**config.mk**
```make
export PLATFORM = sky130hd
export DESIGN_NAME = img_scan_ctrl
export DESIGN_NICKNAME = d
export VERILOG_FILES = /design/src/rtl/img_pkg.sv /design/src/rtl/img_coord_gen.sv /design/src/rtl/img_scan_ctrl.sv
export SDC_FILE = /design/constraint.sdc
export NUM_CORES = 1
export LEC_CHECK = 0
export CORE_UTILIZATION = 49
export CTS_BUF_LIST = sky130_fd_sc_hd__clkbuf_4
export DETAILED_ROUTE_END_ITERATION = 8
export PLACE_DENSITY = 0.87
export SLEW_MARGIN = 20
export SYNTH_ARGS = -nofsm -noshare
export SYNTH_HDL_FRONTEND = slang
export SYNTH_SLANG_ARGS = --single-unit
```
**constraint.sdc**
```tcl
create_clock -name clk -period 4.75 [get_ports clk]
set_clock_uncertainty 0.15 [all_clocks]
set_input_delay 0.95 -clock clk [delete_from_list [all_inputs] [get_ports clk]]
set_output_delay 0.95 -clock clk [all_outputs]
set_load 0.05 [all_outputs]
```
**src/rtl/img_pkg.sv**
```systemverilog
// Shared definitions for the frame-scan controller: FSM states, scan modes, width helpers.
// Latency: none; the package holds only types, constants and functions.
// Backpressure: not applicable.
package img_pkg;

  typedef enum logic [2:0] {
    IDLE    = 3'd0,
    READ    = 3'd1,
    WAIT    = 3'd2,
    PRESENT = 3'd3,
    DONE    = 3'd4
  } state_t;

  localparam logic RASTER = 1'b0;
  localparam logic COLUMN = 1'b1;

  // Bits needed to count 0..n-1, never less than one bit.
  function automatic int clog2_min1(input int n);
    return (n > 1) ? $clog2(n) : 1;
  endfunction

  // Width of the ROM latency down-counter (holds ROM_LAT-1).
  function automatic int lat_cnt_w(input int lat);
    return clog2_min1(lat);
  endfunction

endpackage

```
**src/rtl/img_coord_gen.sv**
```systemverilog
// Pixel coordinate generator: x/y counters, scan-order wrap, framing flag decode, ROM address.
// Latency: counters update on the edge after clear/advance; flags and address decode combinationally.
// Backpressure: none; the caller asserts advance only once the current pixel has been accepted.
module img_coord_gen
  import img_pkg::*;
#(
  parameter int IMG_W = 4,
  parameter int IMG_H = 4,
  parameter int X_W   = clog2_min1(IMG_W),
  parameter int Y_W   = clog2_min1(IMG_H),
  parameter int A_W   = clog2_min1(IMG_W * IMG_H)
) (
  input  logic           clk,
  input  logic           reset,
  input  logic           clear,
  input  logic           advance,
  input  logic           col_mode,
  output logic [X_W-1:0] x,
  output logic [Y_W-1:0] y,
  output logic [A_W-1:0] addr,
  output logic           sof,
  output logic           eol,
  output logic           eof
);

  localparam logic [X_W-1:0] X_MAX = X_W'(IMG_W - 1);
  localparam logic [Y_W-1:0] Y_MAX = Y_W'(IMG_H - 1);

  logic [X_W-1:0] r_x;
  logic [Y_W-1:0] r_y;
  logic           w_x_last;
  logic           w_y_last;

  assign w_x_last = (r_x == X_MAX);
  assign w_y_last = (r_y == Y_MAX);

  // Coordinate counters: clear restarts the frame, advance steps in the latched scan order.
  always_ff @(posedge clk) begin
    if (reset || clear) begin
      r_x <= '0;
      r_y <= '0;
    end else if (advance) begin
      if (col_mode == COLUMN) begin
        if (w_y_last) begin
          r_y <= '0;
          r_x <= w_x_last ? '0 : r_x + X_W'(1);
        end else begin
          r_y <= r_y + Y_W'(1);
        end
      end else begin
        if (w_x_last) begin
          r_x <= '0;
          r_y <= w_y_last ? '0 : r_y + Y_W'(1);
        end else begin
          r_x <= r_x + X_W'(1);
        end
      end
    end
  end

  assign x    = r_x;
  assign y    = r_y;
  // Address is always row-major in the ROM, whatever order the frame is walked in.
  assign addr = A_W'(r_y) * A_W'(IMG_W) + A_W'(r_x);
  assign sof  = (r_x == '0) && (r_y == '0);
  assign eof  = w_x_last && w_y_last;
  assign eol  = (col_mode == RASTER) ? w_x_last : w_y_last;

endmodule

```
**src/rtl/img_scan_ctrl.sv**
```systemverilog
// Frame-scan controller: one ROM read per pixel, each pixel presented on a valid/ready stream.
// Latency: ROM_LAT+2 cycles per pixel (READ, ROM_LAT x WAIT, PRESENT) plus stall cycles.
// Backpressure: PRESENT holds pixel and sidebands stable until pix_ready; abort drops the frame.
module img_scan_ctrl
  import img_pkg::*;
#(
  parameter int IMG_W   = 4,
  parameter int IMG_H   = 4,
  parameter int PIX_W   = 8,
  parameter int ROM_LAT = 1,
  parameter int X_W     = clog2_min1(IMG_W),
  parameter int Y_W     = clog2_min1(IMG_H),
  parameter int A_W     = clog2_min1(IMG_W * IMG_H)
) (
  input  logic             clk,
  input  logic             reset,
  input  logic             start,
  input  logic             abort,
  input  logic             col_mode,
  output logic             rom_en,
  output logic [A_W-1:0]   rom_addr,
  input  logic [PIX_W-1:0] rom_rdata,
  output logic             pix_valid,
  input  logic             pix_ready,
  output logic [PIX_W-1:0] pix_data,
  output logic [X_W-1:0]   pix_x,
  output logic [Y_W-1:0]   pix_y,
  output logic             pix_sof,
  output logic             pix_eol,
  output logic             pix_eof,
  output logic             busy,
  output logic             done
);

  localparam int             C_W    = lat_cnt_w(ROM_LAT);
  localparam logic [C_W-1:0] C_LOAD = C_W'(ROM_LAT - 1);

  state_t           r_state;
  state_t           w_state_nxt;
  logic [C_W-1:0]   r_cnt;
  logic [C_W-1:0]   w_cnt_nxt;
  logic             w_clear;
  logic             w_advance;
  logic             w_capture;
  logic             r_col_mode;
  logic [PIX_W-1:0] r_pix_data;
  logic [X_W-1:0]   r_pix_x;
  logic [Y_W-1:0]   r_pix_y;
  logic             r_sof;
  logic             r_eol;
  logic             r_eof;
  logic [X_W-1:0]   w_x;
  logic [Y_W-1:0]   w_y;
  logic [A_W-1:0]   w_addr;
  logic             w_sof;
  logic             w_eol;
  logic             w_eof;

  img_coord_gen #(
    .IMG_W (IMG_W),
    .IMG_H (IMG_H),
    .X_W   (X_W),
    .Y_W   (Y_W),
    .A_W   (A_W)
  ) u_coord (
    .clk      (clk),
    .reset    (reset),
    .clear    (w_clear),
    .advance  (w_advance),
    .col_mode (r_col_mode),
    .x        (w_x),
    .y        (w_y),
    .addr     (w_addr),
    .sof      (w_sof),
    .eol      (w_eol),
    .eof      (w_eof)
  );

  // FSM state and ROM latency counter.
  always_ff @(posedge clk) begin
    if (reset) begin
      r_state <= IDLE;
      r_cnt   <= '0;
    end else begin
      r_state <= w_state_nxt;
      r_cnt   <= w_cnt_nxt;
    end
  end

  // Next state and per-cycle strobes; abort beats a same-cycle handshake, DONE ignores it.
  always_comb begin
    w_state_nxt = r_state;
    w_cnt_nxt   = r_cnt;
    w_clear     = 1'b0;
    w_advance   = 1'b0;
    w_capture   = 1'b0;
    case (r_state)
      IDLE: begin
        if (start) begin
          w_clear     = 1'b1;
          w_state_nxt = READ;
        end
      end
      READ: begin
        if (abort) begin
          w_state_nxt = IDLE;
        end else begin
          w_state_nxt = WAIT;
          w_cnt_nxt   = C_LOAD;
        end
      end
      WAIT: begin
        if (abort) begin
          w_state_nxt = IDLE;
        end else if (r_cnt == '0) begin
          w_capture   = 1'b1;
          w_state_nxt = PRESENT;
        end else begin
          w_cnt_nxt = r_cnt - C_W'(1);
        end
      end
      PRESENT: begin
        if (abort) begin
          w_state_nxt = IDLE;
        end else if (pix_ready) begin
          if (r_eof) begin
            w_state_nxt = DONE;
          end else begin
            w_advance   = 1'b1;
            w_state_nxt = READ;
          end
        end
      end
      DONE:    w_state_nxt = IDLE;
      default: w_state_nxt = IDLE;
    endcase
  end

  // Output pixel registers, loaded once per pixel when the ROM data lands.
  always_ff @(posedge clk) begin
    if (reset) begin
      r_col_mode <= RASTER;
      r_pix_data <= '0;
      r_pix_x    <= '0;
      r_pix_y    <= '0;
      r_sof      <= 1'b0;
      r_eol      <= 1'b0;
      r_eof      <= 1'b0;
    end else begin
      if (w_clear) begin
        r_col_mode <= col_mode;
      end
      if (w_capture) begin
        r_pix_data <= rom_rdata;
        r_pix_x    <= w_x;
        r_pix_y    <= w_y;
        r_sof      <= w_sof;
        r_eol      <= w_eol;
        r_eof      <= w_eof;
      end
    end
  end

  assign rom_en    = (r_state == READ);
  assign rom_addr  = w_addr;
  assign pix_valid = (r_state == PRESENT);
  assign pix_data  = r_pix_data;
  assign pix_x     = r_pix_x;
  assign pix_y     = r_pix_y;
  assign pix_sof   = r_sof;
  assign pix_eol   = r_eol;
  assign pix_eof   = r_eof;
  assign busy      = (r_state != IDLE);
  assign done      = (r_state == DONE);

endmodule

```
==> metrics.txt, run 1 <==
status completed; first-pass GRT wire length 3560 um; Yosys top cell by area dfxtp_1; fin worst setup slack 1610 ps; H-tree depth reported by CTS 1; dpl ws 1870 ps; Initial Util 52.3%; top area cells in the synthesized netlist dfxtp_1 45%, nand2_1 9.9%, a21oi_1 8.8%; Synth top area share 44.9%; clock transition at the registers of the reported paths 130 ps; Leak Pwr 0.462 nW; Clk network pwr share 27.6%; Netlist Area Pre-Place 1030 um2; fillers 170; DR iter-0 viols 22; largest net degree at the start of global routing 21; fraction of registers with async set/reset 0%; area used by multi-input combinational logic 509 um2; Num Clock Sinks 23; crit end category output port; Final GP Congestion 0.886; Period minus WS final 3140 ps; clock root buffer clkbuf_4; Int Pwr 0.000247 W; sequential area share after synthesis 44.9%; Synth-to-Final Area Change 38.2%; post-route ant nets 0; Yosys warnings 0; dpl hpwl 1730 um; IO Count 37; Final Hold Fails 0; Net Sw Frac 26.8%; VDD IR max 177 uV; Period Utilization, post-route 66.1%; Post-Syn Area per Cell 8.27 um2; global route overflow 0; DR pass1 iterations 4; cts hold-fix bufs 0; crit-path max FO 13; worst skew pair latency 320 ps; EDFF count, synth 0; pwr/cell area 238 nW/um2; Sw Pwr 0.0000905 W; core area 1960 um2; worst min path class reg2reg; die height 47.8 um; CTS tree yes; standard-cell row count 16; post-synthesis net count 142; critical path class reg2out; Die Width 47.8 um; Slew HR 51.4%; ant diodes 0; Worst Tran Pin Value 727 ps; RSZ-0062 raised after global routing false; vias in the first global route 768; Setup Fix Bufs, Post-CTS 0; initial antenna violation count 0; setup TNS 0 ps; endpoints failing setup 0; CTS Buf Count 3; most frequent cells after synthesis 27 x nand2_1, 23 x dfxtp_1, 18 x a21oi_1; Worst EP required 3650 ps; DR DRC count 0; Yosys cell types 30; cell with the most instances after synthesis nand2_1; Port Buf Inserts 36; Worst EP arrival 2040 ps; synthesized flop and latch total 23; Synth Flop Type dfxtp_1; combinational power share 13.1%; total number of vias 984; fmax 0.319 GHz; Post-CTS Resized 0; via/cell ratio 5.35; sequential share of power 59.3%; die area 2280 um2; Final Max Tran Viols 0; Max Buffers Root-to-Sink 2; final wirelength 2430 um; Max Cap Viol 0; WL/cell 13.2 um; Post-Synthesis Cells 124; # nets final 176; Worst setup SP type flop; FF/Latch Area 460 um2; Total Routing Usage GR 22.1%; proportion of layout cells with a drive suffix above 1 5.73%
==> registers in the layout, summed over array words and instances (netlist names) <==
register / count
pix_data: 8
r_state: 3
pix_x: 2
pix_y: 2
u_coord.x: 2
u_coord.y: 2
pix_eof: 1
pix_eol: 1
pix_sof: 1
r_col_mode: 1
==> through the flow <==
step	utilization (%)	hold slack (ps)	area, um2	total power (W)	instances
global route	72.3	345	1420	0.000349	184
finish	72.3	315	1420	0.000338	184
floorplan	-	379	1030	0.000228	124
CTS	72.3	316	1420	0.000340	184
detailed placement	70.9	298	1390	0.000249	180
global placement	70.9	291	1390	0.000247	180
==> path summary, 6_finish.rpt <==
check	cells past startpoint	slack (ps)	end	startpoint
min reg2reg	2	310	pix_x[1]	pix_x[1]
max	3	1610	rom_en	r_state[0]
max reg2reg	3	2830	u_coord.y[0]	r_state[1]
min	2	310	pix_x[1]	pix_x[1]
==> placed cells by master, fill, tap and decap left out, drive strengths merged, types with 2 or more instances in the layout <==
master         instances
nor4                   2
mux2i                  2
nand3                  4
ha                     4
clkbuf                 3
a21oi                 18
nor4b                  3
o21ai                  4
nand4                  2
dfxtp                 23
inv                    5
o31ai                  2
nand2                 27
clkdlybuf4s50         36
or4b                   2
nor2b                  2
nand2b                 2
nor2                   4
==> worst max-delay path: stages, from the launching register on <==
cell             delay, ps
dfxtp_1                600
inv_1                  110
nor3_1                 170
clkdlybuf4s50_1        840
==> power groups by stage <==
stage          logic [W]  registers, W  clock network (W)
6_report       0.0000442      0.000200          0.0000932
4_1_cts        0.0000442      0.000200          0.0000953
2_1_floorplan  0.0000209      0.000207                  0
3_3_place_gp   0.0000426      0.000204                  0
5_1_grt        0.0000468      0.000201           0.000101
3_5_place_dp   0.0000440      0.000205                  0
==> layer usage <==
metal  GRT usage, %  vias up  routed length, um
met2           36.2       29               1220
met3           2.64        2                101
li1               -      495                  -
met4           7.22        0                 29
met1           30.3      458               1080
met5              0        -                  0
==> cell type report <==
type / instances / share of cell area [%]
sequential: 23 / 32.5
timing repair buffer: 37 / 25.9
multi-input combinational: 88 / 35.9
tap: 27 / 2.38
clock buffer: 3 / 1.59
clock inverter: 1 / 0.353
inverter: 5 / 1.32
==> cell families after synthesis <==
family,count (synthesis),synth area share (%)
fa+ha+maj,4,4.88
buf+inv,13,5.49
compound gates,28,15.4
mux,2,1.95
flops,23,44.9
simple gates,54,27.4
Note: power is estimated with default switching activity, not from simulation.
==> inputs of run 2 (changes only) <==
--- a/config.mk
+++ b/config.mk
@@ -5,10 +5,10 @@
 export SDC_FILE = /design/constraint.sdc
 export NUM_CORES = 1
 export LEC_CHECK = 0
-export CORE_UTILIZATION = 49
+export CORE_UTILIZATION = 41
 export CTS_BUF_LIST = sky130_fd_sc_hd__clkbuf_4
 export DETAILED_ROUTE_END_ITERATION = 8
-export PLACE_DENSITY = 0.87
+export PLACE_DENSITY = 0.77
 export SLEW_MARGIN = 20
 export SYNTH_ARGS = -nofsm -noshare
 export SYNTH_HDL_FRONTEND = slang
==> constraint.sdc (replaced) <==
create_clock -name clk -period 2.8 [get_ports clk]
set_clock_uncertainty 0.15 [all_clocks]
set_input_delay 0.56 -clock clk [delete_from_list [all_inputs] [get_ports clk]]
set_output_delay 0.56 -clock clk [all_outputs]
set_load 0.05 [all_outputs]
==> run 2 against run 1 <==
  * Final cell count is 1.1% higher
  * Register-to-register slack worse by 2000 ps
  * Sequential power is 70% higher
  * Critical path type unchanged
  * Largest cell class unchanged
  * Largest power group unchanged
==> metrics.txt, run 2 (synthesis gave the netlist of run 1 again) <==
worst min path class reg2reg (unchanged); IO Count 37 (unchanged); DR iter-0 viols 22 (unchanged); Post-Place Cells 182 (was 180); cts hold-fix bufs 0 (unchanged); worst setup path endpoint rom_en (unchanged); dpl hpwl 1670 um (was 1730 um); Die Width 52.0 um (was 47.8 um); first-pass GRT wire length 3770 um (was 3560 um); R2R cell count 3 (unchanged); crit-path max FO 13 (unchanged); Worst Tran Pin Value 609 ps (was 727 ps); Port Buf Inserts 36 (unchanged); Leak Pwr 0.467 nW (was 0.462 nW); fmax 0.371 GHz; standard-cell row count 17 (was 16); Num Clock Sinks 23 (unchanged); max reg flops 8 (unchanged); VDD IR max 285 uV (was 177 uV); proportion of layout cells with a drive suffix above 1 6.33% (was 5.73%); # nets final 177 (was 176); clock root buffer clkbuf_4 (unchanged); RSZ-0062 raised after global routing false (unchanged); Slew HR 58.8% (was 51.4%); DR pass1 iterations 4 (unchanged); endpoints failing setup 0 (unchanged); Reg-to-Reg End u_coord.y[0] (unchanged); Finished Layout Cells 186 (was 184); critical path class reg2out (unchanged); ant diodes 0 (unchanged); Initial Util 45.1% (was 52.3%); Max Cap Viol 0 (unchanged); Period Utilization, post-route 96.3%; Worst EP required 2090 ps (was 3650 ps); crit end category output port (unchanged); Final Hold Fails 0 (unchanged); Tot Pwr 0.000569 W (was 0.000338 W); Final GP Congestion 0.938 (was 0.886); total number of vias 984 (unchanged); die area 2710 um2 (was 2280 um2); most frequent cells in the layout 36 x clkdlybuf4s50_1, 27 x nand2_1, 23 x dfxtp_1 (unchanged); Synth-to-Final Area Change 39.0% (was 38.2%); H-tree depth reported by CTS 1 (unchanged); DR DRC count 0 (unchanged); Final Max Tran Viols 0 (unchanged); die height 52.0 um (was 47.8 um); final wirelength 2350 um (was 2430 um); commonest non-fill, non-tap cell in the layout clkdlybuf4s50_1 (unchanged); Worst EP arrival 1990 ps (was 2040 ps); Worst setup SP type flop (unchanged); final instance area 1430 um2 (was 1420 um2); setup TNS 0 ps (unchanged); CTS Buf Count 3 (unchanged); worst skew pair latency 320 ps (about the same); Max Buffers Root-to-Sink 2 (unchanged); Total Routing Usage GR 18.8% (was 22.1%); CTS tree yes (unchanged); initial antenna violation count 0 (unchanged); status completed (unchanged); CP Launch Point r_state[0] (unchanged); Setup Fix Bufs, Post-CTS 0 (unchanged); WL/cell 12.7 um (was 13.2 um); post-route ant nets 0 (unchanged); core area 2280 um2 (was 1960 um2); clock transition at the registers of the reported paths 130 ps (about the same); R2R setup slack 860 ps (was 2830 ps); Placed Area 1400 um2 (was 1390 um2); via/cell ratio 5.29 (was 5.35); Post-CTS Resized 0 (unchanged); worst r2r src r_state[1] (unchanged); Final Core Density 62.7% (was 72.3%); largest net degree at the start of global routing 17 (was 21); Period minus WS final 2700 ps; global route overflow 0 (unchanged); vias in the first global route 897 (was 768); pwr/cell area 399 nW/um2 (was 238 nW/um2)
-- run 2: cell count changes in the layout (fill, tap and decap cells not counted) --
cell	previous run	this run
buf_4	1	2
-- run 2: how the worst min path moves through the flow --
| stage | startpoint | to | slack (ps) | cells after the start |
|---|---|---|---|---|
| 3_5_place_dp | pix_data[7] | pix_data[7] | 300 | 2 |
| 2_1_floorplan | r_state[2] | r_state[1] | 380 | 2 |
| 5_1_grt | pix_y[0] | pix_y[0] | 330 | 2 |
| 4_1_cts | pix_data[7] | pix_data[7] | 320 | 2 |
| 6_report | pix_data[7] | pix_data[7] | 310 | 2 |
| 3_3_place_gp | pix_data[7] | pix_data[7] | 290 | 2 |
-- run 2: area by class of cell --
cell class | count | area [um2]
inverter | 5 | 18.8
sequential | 23 | 460
tap | 28 | 35.0
clock inverter | 1 | 5.00
clock buffer | 3 | 22.5
timing repair buffer | 38 | 375
fill | 200 | 850
multi-input combinational | 88 | 509
-- run 2: metal layers --
layer / routed length (um) / vias to the layer above / global-route usage [%]
li1: - / 495 / -
met1: 1140 / 464 / 24.5
met2: 1100 / 21 / 30.1
met3: 77 / 4 / 1.75
met4: 31 / 0 / 10.4
met5: 0 / - / 0
-- run 2: worst max-delay path, stage by stage, from the launching register on --
cell,delay (ps)
dfxtp_1,590
inv_1,100
nor3_1,140
clkdlybuf4s50_1,840
-- run 2: power breakdown --
part	internal (W)	switching [W]	total, W
sequential	0.000332	0.00000771	0.000340
clock	0.0000535	0.000100	0.000154
combinational	0.0000349	0.0000404	0.0000754
total	0.000420	0.000149	0.000569
-- run 2: stage by stage --
step / hold slack, ps / worst slack, ps
after floorplan: 379 / 351
after global placement: 292 / 347
after detailed placement: 298 / 318
after CTS: 316 / 102
after global routing: 328 / 18.2
final: 312 / 104
